[config.mk]
export PLATFORM = sky130hd
export DESIGN_NAME = bus_arbiter
export DESIGN_NICKNAME = d
export VERILOG_FILES = /design/src/rtl/bus_arbiter.sv
export SDC_FILE = /design/constraint.sdc
export NUM_CORES = 1
export LEC_CHECK = 0
export BUFFER_PORTS_ARGS = -buffer_cell sky130_fd_sc_hd__clkbuf_2
export CORE_ASPECT_RATIO = 0.6
export CORE_UTILIZATION = 28
export CTS_CLUSTER_DIAMETER = 120
export DETAILED_ROUTE_END_ITERATION = 16
export PLACE_DENSITY = 0.58
export SYNTH_ARGS = -nofsm -noshare
export SYNTH_HDL_FRONTEND = slang
export SYNTH_SLANG_ARGS = --single-unit
[constraint.sdc]
create_clock -name clk -period 2.6 [get_ports clk]
set_input_delay 0.13 -clock clk [delete_from_list [all_inputs] [get_ports clk]]
set_output_delay 0.13 -clock clk [all_outputs]
set_load 0.01 [all_outputs]
[src/rtl/bus_arbiter.sv]
// ---------------------------------------------------------------------------
// bus_arbiter
//
// Shares one daisy-chained register bus between requester A (bridge_rx) and
// requester B (on-chip host). Requests are granted round-robin, at most one
// per cycle, and registered onto the chain head. The owner of each in-flight
// transaction is remembered in an in-order ID FIFO. Each beat returning from
// the chain tail is steered back to its owner.
//
// Ports
//   clk, rst                 system clock, synchronous active-low reset
//   a_* / b_*                requester request channels (addr, wdata, rw,
//                            valid, ready) and response channels
//                            (res_data, res_valid)
//   addr_o, wdata_o, rw_o,   chain head request, registered
//   valid_o, rdata_o         (rdata_o is tied to zero)
//   rdata_i, valid_i         chain tail response, one beat per issued request
//   busy                     at least one transaction outstanding
//   err                      sticky: a beat arrived with nothing outstanding
// ---------------------------------------------------------------------------
module bus_arbiter #(
  parameter int ADDR_WIDTH      = 16,
  parameter int DATA_WIDTH      = 16,
  parameter int MAX_OUTSTANDING = 8
) (
  input  logic                  clk,
  input  logic                  rst,
  input  logic [ADDR_WIDTH-1:0] a_addr,
  input  logic [DATA_WIDTH-1:0] a_wdata,
  input  logic                  a_rw,
  input  logic                  a_valid,
  output logic                  a_ready,
  output logic [DATA_WIDTH-1:0] a_res_data,
  output logic                  a_res_valid,
  input  logic [ADDR_WIDTH-1:0] b_addr,
  input  logic [DATA_WIDTH-1:0] b_wdata,
  input  logic                  b_rw,
  input  logic                  b_valid,
  output logic                  b_ready,
  output logic [DATA_WIDTH-1:0] b_res_data,
  output logic                  b_res_valid,
  output logic [ADDR_WIDTH-1:0] addr_o,
  output logic [DATA_WIDTH-1:0] wdata_o,
  output logic [DATA_WIDTH-1:0] rdata_o,
  output logic                  rw_o,
  output logic                  valid_o,
  input  logic [DATA_WIDTH-1:0] rdata_i,
  input  logic                  valid_i,
  output logic                  busy,
  output logic                  err
);

  localparam int PTR_W = $clog2(MAX_OUTSTANDING);
  localparam int CNT_W = PTR_W + 1;
  localparam logic [CNT_W-1:0] CNT_MAX = CNT_W'(MAX_OUTSTANDING);

  // Requester IDs stored in the FIFO.
  localparam logic ID_A = 1'b0;
  localparam logic ID_B = 1'b1;

  logic [PTR_W-1:0] wr_ptr;
  logic [PTR_W-1:0] rd_ptr;
  logic [CNT_W-1:0] count;
  logic             id_fifo [MAX_OUTSTANDING];
  logic             last_grant;

  logic space;
  logic grant_a;
  logic grant_b;
  logic push;
  logic pop;
  logic empty_pop;
  logic head_id;

  // A returning beat frees its slot in the same cycle, so a full FIFO can
  // still accept a new request while it is being popped.
  always_comb begin
    space   = (count < CNT_MAX) || valid_i;
    grant_a = 1'b0;
    grant_b = 1'b0;
    // Grants are suppressed while reset is asserted; the edge would discard
    // them anyway and requesters must re-present afterwards.
    if (rst && space) begin
      if (a_valid && b_valid) begin
        grant_a = (last_grant == ID_B);
        grant_b = (last_grant == ID_A);
      end else begin
        grant_a = a_valid;
        grant_b = b_valid;
      end
    end
  end

  assign push      = grant_a || grant_b;
  assign pop       = valid_i && (count != '0);
  assign empty_pop = valid_i && (count == '0);
  assign head_id   = id_fifo[rd_ptr];

  assign a_ready = grant_a;
  assign b_ready = grant_b;
  assign rdata_o = '0;
  assign busy    = (count != '0);

  // ---- stage boundary: grant / response arrival -> registered outputs ----

  // Control state: pointers, occupancy, round-robin history, strobes.
  always_ff @(posedge clk) begin
    if (!rst) begin
      wr_ptr      <= '0;
      rd_ptr      <= '0;
      count       <= '0;
      last_grant  <= ID_B;
      err         <= 1'b0;
      valid_o     <= 1'b0;
      a_res_valid <= 1'b0;
      b_res_valid <= 1'b0;
    end else begin
      if (push) begin
        wr_ptr     <= wr_ptr + PTR_W'(1);
        last_grant <= grant_b ? ID_B : ID_A;
      end
      if (pop) begin
        rd_ptr <= rd_ptr + PTR_W'(1);
      end
      case ({push, pop})
        2'b10:   count <= count + CNT_W'(1);
        2'b01:   count <= count - CNT_W'(1);
        default: count <= count;
      endcase
      if (empty_pop) begin
        err <= 1'b1;
      end
      valid_o     <= push;
      a_res_valid <= pop && (head_id == ID_A);
      b_res_valid <= pop && (head_id == ID_B);
    end
  end

  // Owner tag of each issued request, consumed in issue order.
  always_ff @(posedge clk) begin
    if (push) begin
      id_fifo[wr_ptr] <= grant_b ? ID_B : ID_A;
    end
  end

  // Bus head and response data. Held between beats; the unselected
  // response port keeps its last value.
  always_ff @(posedge clk) begin
    if (!rst) begin
      addr_o     <= '0;
      wdata_o    <= '0;
      rw_o       <= 1'b0;
      a_res_data <= '0;
      b_res_data <= '0;
    end else begin
      if (grant_a) begin
        addr_o  <= a_addr;
        wdata_o <= a_wdata;
        rw_o    <= a_rw;
      end else if (grant_b) begin
        addr_o  <= b_addr;
        wdata_o <= b_wdata;
        rw_o    <= b_rw;
      end
      if (pop && (head_id == ID_A)) begin
        a_res_data <= rdata_i;
      end
      if (pop && (head_id == ID_B)) begin
        b_res_data <= rdata_i;
      end
    end
  end

endmodule

======== After elaboration in Yosys (flattened, before gate mapping) ========
Memory sizes are Yosys's and may differ from the RTL's. A register that Yosys moved wholly into a read port is not among the register bits.
Cells that the tools add are included.
storage, ports and cells
  flip-flop bits (word level) ............. 80
  memory bits (writable) .................. 8
  input bits .............................. 87
  output and inout port bits .............. 88
  memories ................................ 1
cells by class
  add/subtract/negate cells ............... 4
  order comparisons ....................... 1
  equality and inequality tests ........... 2
  multiplexer cells ....................... 16
  bitwise gates (word level) .............. 2
  reductions and logical operators ........ 12
memories
  name     depth  width  rd ports  clocked after memory_dff  wr ports  RTL line  source
  id_fifo  8      1      1         1                         1         64        logic id_fifo [MAX_OUTSTANDING];
operator list
  cell                                                                    count
  16-bit two-way mux                                                      4
  1-bit two-way mux                                                       9
  4-bit case mux with 2 select lines                                      1
  3-bit by 1-bit adder with 3-bit output (second input constant)          2
  1-bit logical AND                                                       6
  3-bit two-way mux                                                       2
  4-bit by 1-bit adder with 4-bit output (second input constant)          1
  4-bit zero test                                                         1
  4-bit < comparator (second input constant)                              1
  2-bit nonzero test                                                      2
  4-bit nonzero test                                                      1
  4-bit by 1-bit subtractor with 4-bit output (second input constant)     1
  2-bit by 1-bit equality test with 1-bit output (second input constant)  1
  2-bit equality test (second input constant)                             1
  1-bit logical OR                                                        2
  1-bit NOT                                                               2

======== Depth between registers and ports, before layout ========
Gate-level depths: netlist (run 1).
  word-level depth ........................ 7
  depth in mapped cells ................... 10
  depth with buffers taken out ............ 10

======== Least setup slack after synthesis (run 1) ========
Ideal clock, no wire load.
  path kind ............................... reg2reg
  start point ............................. register count[0]
  end point ............................... register count[2]
  setup time .............................. 0.070 ns
  data arrival time ....................... 2.253 ns
  required time ........................... 2.530 ns
  setup slack ............................. 0.277 ns
  cell stages (with the launch flop) ...... 11
  buffers on the path ..................... 0
  period minus slack after synthesis ...... 2.323 ns
  path through ............................ dfxtp_1 or4_4 nand2_2 inv_2 ha_1 xor2_1 ha_1 a21oi_1 xor2_1 or3_1 a21oi_1
on the way
  elaborated cells between the ends (all ways) .. 14
  those cells by class .................... 2 x add/sub; 1 x order compare; 2 x eq/ne; 3 x mux; 6 x reduce/logical
RTL lines
  item                                                                                          RTL line  source
  start, declared                                                                               63        logic [CNT_W-1:0] count;
  start signal, assigned                                                                        126       2'b10: count <= count + CNT_W'(1);
  start signal, assigned                                                                        127       2'b01: count <= count - CNT_W'(1);
  start signal, assigned                                                                        128       default: count <= count;
  4-bit nonzero test *                                                                          --
  via busy                                                                                      49        output logic busy,
  1-bit logical AND *                                                                           95        assign pop = valid_i && (count != '0);
  2-bit by 1-bit equality test with 1-bit output / 2-bit equality test (equally long branches)  125       case ({push, pop})
  4-bit case mux with 2 select lines / 2-bit nonzero test (equally long branches)               --
The timed path passes the listed nets; every way through them passes the cells marked *.
A chain may end at the register's enable or synchronous reset.

======== Worst setup path after layout (run 1) ========
  start point ............................. register count[1]
  end point ............................... register count[2]
on the way
  word-level cells in the longest chain between the ends .. 7
  elaborated cells between the ends (all ways) .. 14
  those cells by class .................... 2 x add/sub; 1 x order compare; 2 x eq/ne; 3 x mux; 6 x reduce/logical
ends and longest elaborated chain
  item                                                                                          RTL line  source
  4-bit < comparator                                                                            78        space = (count < CNT_MAX) || valid_i;
  1-bit logical OR                                                                              78
  1-bit logical AND                                                                             83        if (rst && space) begin
  1-bit two-way mux                                                                             83
  1-bit logical OR                                                                              94        assign push = grant_a || grant_b;
  2-bit by 1-bit equality test with 1-bit output / 2-bit equality test (equally long branches)  125
  4-bit case mux with 2 select lines / 2-bit nonzero test (equally long branches)               --
Several ways; a longest one is shown, not always the timed one.

==> summary.md, run 1 <==
| Metric | Value |
|---|---|
| Worst-path cell chain | `or4_4 > nand2_2 > inv_2 > ha_2 > xor2_1 > ha_1 > a21oi_1 > xor2_1 > or3_1 > a21oi_1` |
| Global-route wire length before repair | `15,000 µm` |
| Worst-path clk slew | `70 ps` |
| Core Box Area | `0.0129 mm²` |
| Critical Path End Type | `flop` |
| Pleak | `0.00231 µW` |
| Largest net degree at the start of global routing | `89` |
| CTS sink count | `91` |
| Critical R2R Launch | `count[1]` |
| #FFs+latches synth | `91` |
| Syn-to-layout area delta | `32.0%` |
| Leading cell type in the layout, fill and taps excluded | `clkbuf_2` |
| Max transition margin | `0.479` |
| Htree depth | `3` |
| # resized after CTS | `0` |
| Synth top area share | `0.448` |
| Ant. Diodes | `0` |
| Cells after Synth | `399` |
| Num CTS Buffers | `9` |
| Port-buffer cells | `158` |
| CTS tree | `done` |
| Total grt overflow | `0` |
| RSZ-0062 raised after global routing | `no` |
| Hold buffers post-CTS | `0` |
| Area leader, netlist | `dfxtp_1` |
| Max_cap viols | `0` |
| Post-route minimum period | `2450 ps` |
| Slowest stage cell, crit path | `or4_4` |
| First-pass iteration count of the detailed router | `4` |
| Post-synth EDFFs | `8` |
| Worst R2R Setup Slack | `about 150 ps` |
| Post-CTS Setup Inserts | `0` |
| Most frequent cells in the layout | `158 x clkbuf_2, 83 x dfxtp_1, 58 x nand2_1, 45 x nor2_1, 38 x mux2i_1` |
| Fmax | `around 0.41 GHz` |
| Setup crit start kind | `flop` |
| Maximum resistive drop on vdd | `0.301 mV` |
| CTS root buf | `clkbuf_16` |
| Worst Skew | `approximately 8.2 ps` |
| Synth Area per Inst | `a little over 9 µm²` |
| Crit Path Max Fanout | `7` |
| Slew @ Worst Pin | `782 ps` |
| Final nets | `638` |
| Synth cell types | `39` |
| WL/cell | `12.7 µm` |
| Fin crit share | `0.944` |
| Fin util | `0.379` |
| HPWL after DPL | `roughly 6600 µm` |
| Crit path from | `count[1]` |
| Synth area leaders | `dfxtp_1 45%, mux2i_1 10%, edfxtp_1 6.5%` |
| Crit Path Category | `flop to flop` |
| Die area | `0.0137 mm²` |
| Layout cells sized above 1 | `0.339` |
| Synth warn | `0` |
| Final Hold Viols | `0` |
| Max Slew Vio Count | `0` |
| Final Wtd Congestion | `0.820` |
| Setup Viol. Count Final | `0` |
| Worst EP arrival | `2710 ps` |
| Row Count | `32` |
| Setup TNS | `0 ps` |
| FFs w/ async S/R, synth | `0` |
| Vias in the first global route | `about 3,200` |
| Clock Latency Late Sink | `between 300 and 400 ps` |
| Max clock buf depth | `2` |
| Hold Path Origin | `a_wdata[11]` |
| Die Span X | `~150 µm` |
| CP max stage delay | `approximately 560 ps` |
| # DRC | `0` |
| R2R cell count | `10` |
| Die height | `slightly above 90 µm` |
| Number of routed nets with antenna violations | `0` |
| Initial antenna violation count | `0` |
| Initial drt markers | `114` |
| Pwr/cell area | `888 mW/mm²` |
| Run status | `complete, no violations` |
| R2R Path End | `count[2]` |
| Tot GR Track Use | `0.138` |
| Vias/cell | `between 4 and 5` |
| Min-Delay Path Class | `primary input to flop` |
| Crit path to | `count[2]` |
| # IOs | `approximately 180` |
| Initial Util | `0.287` |
| Vias | `about 3,200` |
| Ys flop type | `dfxtp_1` |
| Req. time, crit path | `around 2900 ps` |
| Post-Route WL | `9130 µm` |
| Seq/Total Area, Yosys | `0.513` |
| Netlist Area Pre-Place | `0.00371 mm²` |
-- report_power, final --
group | switching, µW | internal, µW
combinational | 623 | 507
clock | 528 | 893
sequential | 153 | 1640
total | 1300 | 3040
-- final cells by class --
class	count	area, µm²
Sequential cell	91	1900
Clock buffer	12	256
Fill cell	1283	8000
Tap cell	170	213
Multi-Input combinational cell	272	1580
Timing Repair Buffer	164	836
Inverter	8	30.0
Clock inverter	4	72.6
-- per-stage QoR --
step / cells / total power [µW] / hold slack [ps] / setup WS (ps) / area, µm²
2_1_floorplan: 414 / 2610 / 292 / 277 / 3760
3_3_place_gp: 705 / 2920 / 377 / 207 / 4560
3_5_place_dp: 705 / 2950 / 388 / 107 / 4560
4_1_cts: 721 / 4400 / 30.5 / 90.9 / 4890
5_1_grt: 721 / 4610 / 37.5 / 31.4 / 4890
6_report: 721 / 4340 / 41.3 / 146 / 4890
-- how the worst min path moves through the flow --
| stage | cells past startpoint | to | slack [ps] |
|---|---|---|---|
| 6_report | 3 | wdata_o[11] | 40 |
| 5_1_grt | 3 | wdata_o[11] | 40 |
| 4_1_cts | 3 | wdata_o[11] | 30 |
| 3_5_place_dp | 3 | wdata_o[13] | 390 |
| 3_3_place_gp | 3 | wdata_o[4] | 380 |
| 2_1_floorplan | 2 | b_res_data[0] | 290 |
-- cell families (layout without fill, tap and decap cells) --
group / Yosys count / count (layout) / share of synthesized area
other: 1 / 16 / 0.00101
adders and majority gates: 5 / 5 / 0.0169
buffers and inverters: 51 / 188 / 0.0793
DFF: 91 / 91 / 0.513
and+or+nand+nor: 127 / 127 / 0.150
muxes: 38 / 38 / 0.103
xor gates and xnor gates: 6 / 6 / 0.0142
AOI/OAI and AO/OA: 80 / 80 / 0.123
-- sequential cells by signal (all words and copies together), names as in the netlist, 3 cells and up, named ones only --
| signal | count |
|---|---|
| rd_ptr | 3 |
| wdata_o | 16 |
| wr_ptr | 3 |
| a_res_data | 16 |
| addr_o | 16 |
| count | 4 |
| id_fifo | 8 |
| b_res_data | 16 |
-- metal layers --
| layer | vias to the layer above | GRT usage | share of wire | routed length, µm |
|---|---|---|---|---|
| li1 | 1631 | - | - | - |
| met1 | 1496 | 0.175 | 0.48 | 4420 |
| met2 | 78 | 0.213 | 0.45 | 4080 |
| met3 | 8 | 0.0472 | 0.058 | 527 |
| met4 | 0 | 0.0530 | 0.011 | 104 |
| met5 | - | 0 | 0 | 0 |
-- synth_stat cells (2+ instances only) --
library cell	count
buf_1	2
nor3b_1	3
inv_2	2
mux2i_1	38
clkbuf_1	18
buf_6	3
o22ai_1	33
nand2b_1	2
xnor2_1	2
nor2_1	45
edfxtp_1	8
a21oi_1	6
o21ai_0	37
xor2_1	4
ha_1	5
nor3_1	2
buf_4	16
nand3b_1	2
inv_1	6
buf_2	3
nor2b_1	2
nand2_1	58
nor4b_1	2
nand3_1	2
dfxtp_1	83
or3_1	2
-- critical path: cells and delay by family (launching register included) --
family          cells  cell delay, ps
compound gates      2             290
xor+xnor            2             250
fa+ha+maj           2             400
buf+inv             1              80
flops               1             370
simple gates        3             990
No activity file was read; power rests on OpenSTA's default activity.
==> inputs of run 2 (changes only) <==
--- a/config.mk
+++ b/config.mk
@@ -11,6 +11,7 @@
 export CTS_CLUSTER_DIAMETER = 120
 export DETAILED_ROUTE_END_ITERATION = 16
 export PLACE_DENSITY = 0.58
+export SETUP_SLACK_MARGIN = 0.5
 export SYNTH_ARGS = -nofsm -noshare
 export SYNTH_HDL_FRONTEND = slang
 export SYNTH_SLANG_ARGS = --single-unit
==> run 2 against run 1 <==
  * Register-to-register slack improved by 160 ps
  * Final area rose by 0.61%
  * Fmax rose by 7.1%
  * Clock skew rose by 2.8 ps
  * Core utilization rose by 0.23 points
  * Via count rose by 3.3%
  * Flip-flop and latch count did not move
  * Clock power fell by 13%
  * Sequential power barely moved
  * Die area did not move
  * Critical path depth did not move
  * Combinational power rose by 12%
  * Largest cell class unchanged
  * Largest power group unchanged
  * Highest routed layer unchanged
==> summary.md, run 2 (synthesis results as in run 1) <==
| Metric | Value |
|---|---|
| Run status | `complete, no violations (unchanged)` |
| Vias | `3,318 (was 3,213)` |
| Tot GR Track Use | `0.139 (was 0.138)` |
| Worst-path clk slew | `70 ps (about the same)` |
| Fin crit share | `0.881 (was 0.944)` |
| Req. time, crit path | `2870 ps (was 2860 ps)` |
| CP top delay family | `simple AND/OR/NAND/NOR gates (unchanged)` |
| Post-route minimum period | `2290 ps (was 2450 ps)` |
| Maximum resistive drop on vdd | `0.312 mV (was 0.301 mV)` |
| Layout cells sized above 1 | `0.355 (was 0.339)` |
| Pleak | `0.00231 µW (about the same)` |
| R2R cell count | `10 (unchanged)` |
| First-pass iteration count of the detailed router | `4 (unchanged)` |
| Crit Path Max Fanout | `5 (was 7)` |
| Crit path from | `count[1] (unchanged)` |
| Min-Delay Path Depth | `3 (unchanged)` |
| Max transition margin | `0.590 (was 0.479)` |
| Largest net degree at the start of global routing | `89 (unchanged)` |
| Worst R2R Setup Slack | `310 ps (was 150 ps)` |
| Htree depth | `3 (unchanged)` |
| Clock Latency Late Sink | `340 ps (about the same)` |
| Initial Util | `0.287 (unchanged)` |
| Final nets | `642 (was 638)` |
| Worst path depth | `10 (unchanged)` |
| Die height | `91.1 µm (unchanged)` |
| # IOs | `175 (unchanged)` |
| Row Count | `32 (unchanged)` |
| Max clock buf depth | `2 (unchanged)` |
| Finished Cell Area | `0.00492 mm² (was 0.00489 mm²)` |
| Min-Delay Path Class | `primary input to flop (unchanged)` |
| Overall Power | `4290 µW (was 4340 µW)` |
| Port-buffer cells | `158 (unchanged)` |
| Vias/cell | `4.58 (was 4.46)` |
| Leading cell type in the layout, fill and taps excluded | `clkbuf_2 (unchanged)` |
| CTS tree | `done (unchanged)` |
| Final Hold Viols | `0 (unchanged)` |
| Num CTS Buffers | `9 (unchanged)` |
| DP Area | `0.00458 mm² (was 0.00456 mm²)` |
| Setup Viol. Count Final | `0 (unchanged)` |
| # fillers | `1,327 (was 1,283)` |
| Total grt overflow | `0 (unchanged)` |
| Setup crit start kind | `flop (unchanged)` |
| CP max stage delay | `550 ps (was 560 ps)` |
| Syn-to-layout area delta | `32.8% (was 32.0%)` |
| Global-route wire length before repair | `14,900 µm (was 15,000 µm)` |
| Crit Path Category | `flop to flop (unchanged)` |
| # DRC | `0 (unchanged)` |
| Post-Route WL | `9510 µm (was 9130 µm)` |
| Initial drt markers | `102 (was 114)` |
| Die area | `0.0137 mm² (unchanged)` |
| Max Slew Vio Count | `0 (unchanged)` |
| Max_cap viols | `0 (unchanged)` |
| RSZ-0062 raised after global routing | `yes (was no)` |
| Worst Skew | `11.0 ps (was 8.17 ps)` |
| Initial antenna violation count | `0 (unchanged)` |
| Final Wtd Congestion | `0.805 (was 0.820)` |
| Pwr/cell area | `871 mW/mm² (was 888 mW/mm²)` |
| Number of routed nets with antenna violations | `0 (unchanged)` |
| Critical Path End Type | `flop (unchanged)` |
| Worst EP arrival | `2560 ps (was 2710 ps)` |
| Critical R2R Launch | `count[1] (unchanged)` |
| Slowest stage cell, crit path | `or4_4 (unchanged)` |
| WL/cell | `13.1 µm (was 12.7 µm)` |
| Worst-path cell chain | `or4_4 > nand2_4 > inv_6 > ha_4 > xor2_1 > ha_2 > a21oi_2 > xor2_1 > or3_1 > a21oi_2 (was or4_4 > nand2_2 > inv_2 > ha_2 > xor2_1 > ha_1 > a21oi_1 > xor2_1 > or3_1 > a21oi_1)` |
| HPWL after DPL | `6660 µm (was 6580 µm)` |
| Fmax | `0.436 GHz (was 0.407 GHz)` |
| Core Box Area | `0.0129 mm² (unchanged)` |
| R2R Path End | `count[2] (unchanged)` |
| Setup TNS | `0 ps (unchanged)` |
| Buf+Inv Stages, Crit Path | `1 (unchanged)` |
| Vias in the first global route | `3,184 (was 3,159)` |
| Die Span X | `151 µm (unchanged)` |
| Crit path to | `count[2] (unchanged)` |
| CTS sink count | `91 (unchanged)` |
| CTS root buf | `clkbuf_16 (unchanged)` |
| Most frequent cells in the layout | `158 x clkbuf_2, 82 x dfxtp_1, 58 x nand2_1, 45 x nor2_1, 38 x mux2i_1 (was 158 x clkbuf_2, 83 x dfxtp_1, 58 x nand2_1, 45 x nor2_1, 38 x mux2i_1)` |
| Fin util | `0.382 (was 0.379)` |
| Slew @ Worst Pin | `614 ps (was 782 ps)` |
| Ant. Diodes | `0 (unchanged)` |
==> run 2: how the worst min path moves through the flow <==
stage / slack, ps / end / from
floorplan: 290 / b_res_data[0] / rdata_i[0]
global placement: 380 / wdata_o[5] / a_wdata[5]
detailed placement: 390 / addr_o[1] / a_addr[1]
CTS: 20 / addr_o[1] / a_addr[1]
global route: 40 / a_res_data[14] / rdata_i[14]
finish: 40 / addr_o[0] / a_addr[0]
==> run 2: metal layers <==
metal / share of wire / track usage / up-vias / wire length, µm
met3: 0.060 / 0.0467 / 12 / 570
met4: 0.016 / 0.0598 / 0 / 151
met5: 0 / 0 / - / 0
met1: 0.48 / 0.174 / 1560 / 4520
met2: 0.45 / 0.215 / 103 / 4270
li1: - / - / 1643 / -
==> run 2: final cells by class <==
cell class	count	area, µm²	share of cell area
inverters	8	35.0	0.00712
flip-flops and latches	91	1910	0.387
repair buffers	168	870	0.177
well taps	170	213	0.0432
clock buffers	10	229	0.0465
clock inverters	6	46.3	0.00941
multi-input cells	272	1620	0.330
==> run 2: worst reg2reg max path, stage by stage, from the launching register on <==
cell and delay, ps:
dfxtp_4 350, or4_4 550, nand2_4 110, inv_6 50, ha_4 160, xor2_1 160
ha_2 200, a21oi_2 40, xor2_1 150, or3_1 330, a21oi_2 130
==> run 2: report_power, final <==
part / total [µW] / switching, µW / internal, µW
clock network: 1230 / 568 / 658
registers: 1790 / 149 / 1640
logic: 1270 / 688 / 582
total: 4290 / 1400 / 2880
==> run 2: repair_timing <==
| action | 4_1_cts | 5_1_grt |
|---|---|---|
| endpoints found under the hold margin | 0 | 0 |
| endpoints found under the setup margin | 1 | 17 |
| pin swaps | 4 | 2 |
| hold buffers | 0 | 0 |
| cloned | 0 | 0 |
| gates resized for setup | 1 | 7 |
| buffers inserted | 4 | 1 |
==> run 2: through the flow <==
step / hold WS, ps / cells / worst slack (ps)
after global placement: 377 / 704 / 370
after CTS: 19.2 / 724 / 310
after floorplan: 292 / 414 / 430
final: 35.1 / 725 / 308
after detailed placement: 388 / 704 / 285
after global routing: 35.8 / 725 / 263
==> inputs of run 3 (changes only) <==
--- a/config.mk
+++ b/config.mk
@@ -5,12 +5,13 @@
 export SDC_FILE = /design/constraint.sdc
 export NUM_CORES = 1
 export LEC_CHECK = 0
+export ABC_AREA = 1
 export BUFFER_PORTS_ARGS = -buffer_cell sky130_fd_sc_hd__clkbuf_2
 export CORE_ASPECT_RATIO = 0.6
 export CORE_UTILIZATION = 28
 export CTS_CLUSTER_DIAMETER = 120
 export DETAILED_ROUTE_END_ITERATION = 16
-export PLACE_DENSITY = 0.58
+export PLACE_DENSITY = 0.56
 export SETUP_SLACK_MARGIN = 0.5
 export SYNTH_ARGS = -nofsm -noshare
 export SYNTH_HDL_FRONTEND = slang
==> run 3 against run 2 <==
  * Area after synthesis up 14%
  * Final area up 8.6%
  * Global-route usage up 0.68 points
  * Die area up 13%
  * Clock skew down 1.4 ps
  * Via count up 19%
  * Sequential share of layout area down 3.1 points
  * Combinational power up 44%
  * Largest cell class unchanged
==> summary.md, run 3 <==
| Metric | Value |
|---|---|
| Total grt overflow | `0 (unchanged)` |
| Clock Latency Late Sink | `340 ps (about the same)` |
| Max clock buf depth | `2 (unchanged)` |
| Vias/cell | `4.16 (was 4.58)` |
| CTS tree | `done (unchanged)` |
| Num CTS Buffers | `9 (unchanged)` |
| Worst Skew | `9.52 ps (was 11.0 ps)` |
| Most common cell in the netlist | `nor2_1 (was dfxtp_1)` |
| Fmax | `0.531 GHz (was 0.436 GHz)` |
| Tot GR Track Use | `0.145 (was 0.139)` |
| Initial antenna violation count | `0 (unchanged)` |
| Netlist Area Pre-Place | `0.00422 mm² (was 0.00371 mm²)` |
| Max Slew Vio Count | `0 (unchanged)` |
| Post-synth EDFFs | `8 (unchanged)` |
| Initial Util | `0.289 (was 0.287)` |
| FFs w/ async S/R, synth | `0 (unchanged)` |
| Worst-case hold slack | `34.9 ps (was 35.1 ps)` |
| Row Count | `34 (was 32)` |
| Placed cells | `929 (was 704)` |
| DP Area | `0.00506 mm² (was 0.00458 mm²)` |
| Synth Area per Inst | `7.04 µm² (was 9.29 µm²)` |
| Post-Route WL | `11,300 µm (was 9510 µm)` |
| Htree depth | `3 (unchanged)` |
| Comb power frac | `0.365 (was 0.296)` |
| # IOs | `175 (unchanged)` |
| Synth cell types | `28 (was 39)` |
| Setup crit start kind | `flop (unchanged)` |
| HPWL after DPL | `8090 µm (was 6660 µm)` |
| Area leader, netlist | `dfxtp_1 (unchanged)` |
| Number of routed nets with antenna violations | `0 (unchanged)` |
| Die area | `0.0156 mm² (was 0.0137 mm²)` |
| Seq/Total Area, Yosys | `0.451 (was 0.513)` |
| Finished Cell Area | `0.00534 mm² (was 0.00492 mm²)` |
| #FFs+latches synth | `91 (unchanged)` |
| Synth warn | `0 (unchanged)` |
| Most frequent cells in the layout | `187 x nor2_1, 158 x clkbuf_2, 83 x dfxtp_1, 72 x inv_1, 69 x nand2_1 (was 158 x clkbuf_2, 82 x dfxtp_1, 58 x nand2_1, 45 x nor2_1, 38 x mux2i_1)` |
| Final nets | `834 (was 642)` |
| RSZ-0062 raised after global routing | `no (was yes)` |
| Largest net degree at the start of global routing | `56 (was 89)` |
| Synth top area share | `0.394 (was 0.448)` |
| WL/cell | `11.9 µm (was 13.1 µm)` |
| CP top delay family | `adder cells (was simple AND/OR/NAND/NOR gates)` |
| Slowest stage cell, crit path | `dfxtp_1 (was or4_4)` |
| Core Box Area | `0.0146 mm² (was 0.0129 mm²)` |
| Synth area leaders | `dfxtp_1 39%, nor2_1 17%, inv_1 6.4% (was dfxtp_1 45%, mux2i_1 10%, edfxtp_1 6.5%)` |
| Critical Path End Type | `flop (unchanged)` |
| Post-CTS Setup Inserts | `0 (was 4)` |
| # DRC | `0 (unchanged)` |
| Cells after Synth | `599 (was 399)` |
| Crit Path Category | `flop to flop (unchanged)` |
| Maximum resistive drop on vdd | `0.334 mV (was 0.312 mV)` |
| Sw Share | `0.391 (was 0.328)` |
| Int Pwr | `3060 µW (was 2880 µW)` |
| Critical R2R Launch | `count[3] (was count[1])` |
| Fin crit share | `0.724 (was 0.881)` |
| CTS root buf | `clkbuf_16 (unchanged)` |
| Crit Path Max Fanout | `4 (was 5)` |
| Die Span X | `160 µm (was 151 µm)` |
| Port-buffer cells | `158 (unchanged)` |
| Vias in the first global route | `3,434 (was 3,184)` |
| CP max stage delay | `350 ps (was 550 ps)` |
| Leading cell type in the layout, fill and taps excluded | `nor2_1 (was clkbuf_2)` |
| Ys flop type | `dfxtp_1 (unchanged)` |
| Pwr/cell area | `940 mW/mm² (was 871 mW/mm²)` |
| CTS sink count | `91 (unchanged)` |
| Die height | `97.0 µm (was 91.1 µm)` |
| Hold Path Origin | `b_wdata[13] (was a_addr[0])` |
| Run status | `complete, no violations (unchanged)` |
| Layout cells sized above 1 | `0.257 (was 0.355)` |
| Pleak | `0.00275 µW (was 0.00231 µW)` |
| Worst-path cell chain | `a21oi_2 > nand3_2 > nand2_2 > inv_1 > ha_1 > xor2_1 > ha_1 > a21oi_1 > xor2_1 > a21oi_1 (was or4_4 > nand2_4 > inv_6 > ha_4 > xor2_1 > ha_2 > a21oi_2 > xor2_1 > or3_1 > a21oi_2)` |
| Crit path from | `count[3] (was count[1])` |
| First-pass iteration count of the detailed router | `4 (unchanged)` |
| Clk pwr share | `0.251 (was 0.286)` |
| Buf+Inv Stages, Crit Path | `1 (unchanged)` |
| Syn-to-layout area delta | `26.8% (was 32.8%)` |
| Post-route minimum period | `1880 ps (was 2290 ps)` |
| Final Wtd Congestion | `0.798 (was 0.805)` |
| Worst-path clk slew | `70 ps (about the same)` |
| Max_cap viols | `0 (unchanged)` |
| Seq pwr share | `0.384 (was 0.418)` |
| Initial drt markers | `197 (was 102)` |
| Min-Delay Path Class | `primary input to flop (unchanged)` |
| Setup TNS | `0 ps (unchanged)` |
| Final Hold Viols | `0 (unchanged)` |
| Global-route wire length before repair | `18,000 µm (was 14,900 µm)` |
| Sw Pwr | `1960 µW (was 1400 µW)` |
| Setup Viol. Count Final | `0 (unchanged)` |
| Worst EP arrival | `2120 ps (was 2560 ps)` |
| Req. time, crit path | `2830 ps (was 2870 ps)` |
| Ant. Diodes | `0 (unchanged)` |
| Vias | `3,932 (was 3,318)` |
| Top cells by count, synth | `187 x nor2_1, 83 x dfxtp_1, 72 x inv_1, 69 x nand2_1, 42 x o21ai_0 (was 83 x dfxtp_1, 58 x nand2_1, 45 x nor2_1, 38 x mux2i_1, 37 x o21ai_0)` |
| Non-filler cells in the finished layout | `945 (was 725)` |
-- run 3: cell count changes in the layout (fill, tap and decap cells not counted), moves of 4 or more --
| cell | before | now |
|---|---|---|
| nand3_1 | 2 | 25 |
| o22ai_1 | 33 | 0 |
| o21ai_0 | 36 | 42 |
| nand4_1 | 1 | 16 |
| mux2i_1 | 38 | 0 |
| nand2_1 | 58 | 69 |
| a21oi_1 | 3 | 24 |
| buf_4 | 9 | 5 |
| inv_1 | 6 | 72 |
| nor2_1 | 45 | 187 |
| nand2_2 | 0 | 4 |
-- run 3: path summary, 6_finish.rpt --
kind                 endpoint  slack (ps)  cells after the start
setup / recovery     count[2]         720                     10
hold / removal    wdata_o[13]          30                      3
setup reg to reg     count[2]         720                     10
hold reg to reg           err         470                      1
-- run 3: power by group through the flow --
| stage | logic, µW | registers [µW] | clock network, µW |
|---|---|---|---|
| 2_1_floorplan | 1240 | 2060 | 0 |
| 3_3_place_gp | 1840 | 1960 | 0 |
| 3_5_place_dp | 1840 | 1960 | 0 |
| 4_1_cts | 1850 | 1930 | 1310 |
| 5_1_grt | 2090 | 1980 | 1370 |
| 6_report | 1830 | 1930 | 1260 |
-- run 3: through the flow --
stage | power, µW | util | setup slack (ps)
global route | 5440 | 0.366 | 503
finish | 5020 | 0.366 | 717
global placement | 3800 | 0.347 | 720
detailed placement | 3800 | 0.347 | 702
floorplan | 3290 | - | 544
CTS | 5090 | 0.366 | 676
-- run 3: timing repair --
item | in CTS | in global routing
setup endpoints to repair | 0 | 8
hold endpoints to repair | 0 | 0
gates resized for setup | 0 | 1
hold buffers | 0 | 0
-- run 3: worst min-delay path: cells and delay by family --
| kind | cells | cell delay [ps] |
|---|---|---|
| AO/OA/AOI/OAI | 1 | 70 |
| AND/OR/NAND/NOR | 1 | 70 |
| buffers and inverters | 1 | 70 |
-- run 3: logic make-up after synthesis --
| family | share of synthesized area |
|---|---|
| xor+xnor | 0.00623 |
| flops | 0.451 |
| buf+inv | 0.135 |
| compound gates | 0.0822 |
| simple gates | 0.309 |
| other cells | 0.000890 |
| fa+ha+maj | 0.0148 |
-- run 3: layout make-up --
cell class                 count  area, µm²
tap                          198        248
inverter                      74        278
timing repair buffer         164        840
sequential                    91       1900
multi-input combinational    402       1800
fill                        1587       9250
clock buffer                  10        229
clock inverter                 6       48.8
-- run 3: metal layers --
metal  vias up  part of all wire  track usage
met5         -                 0            0
met4         0             0.016       0.0476
met3        13             0.041       0.0330
met2        70              0.40        0.200
met1      1746              0.54        0.218
li1       2103                 -            -
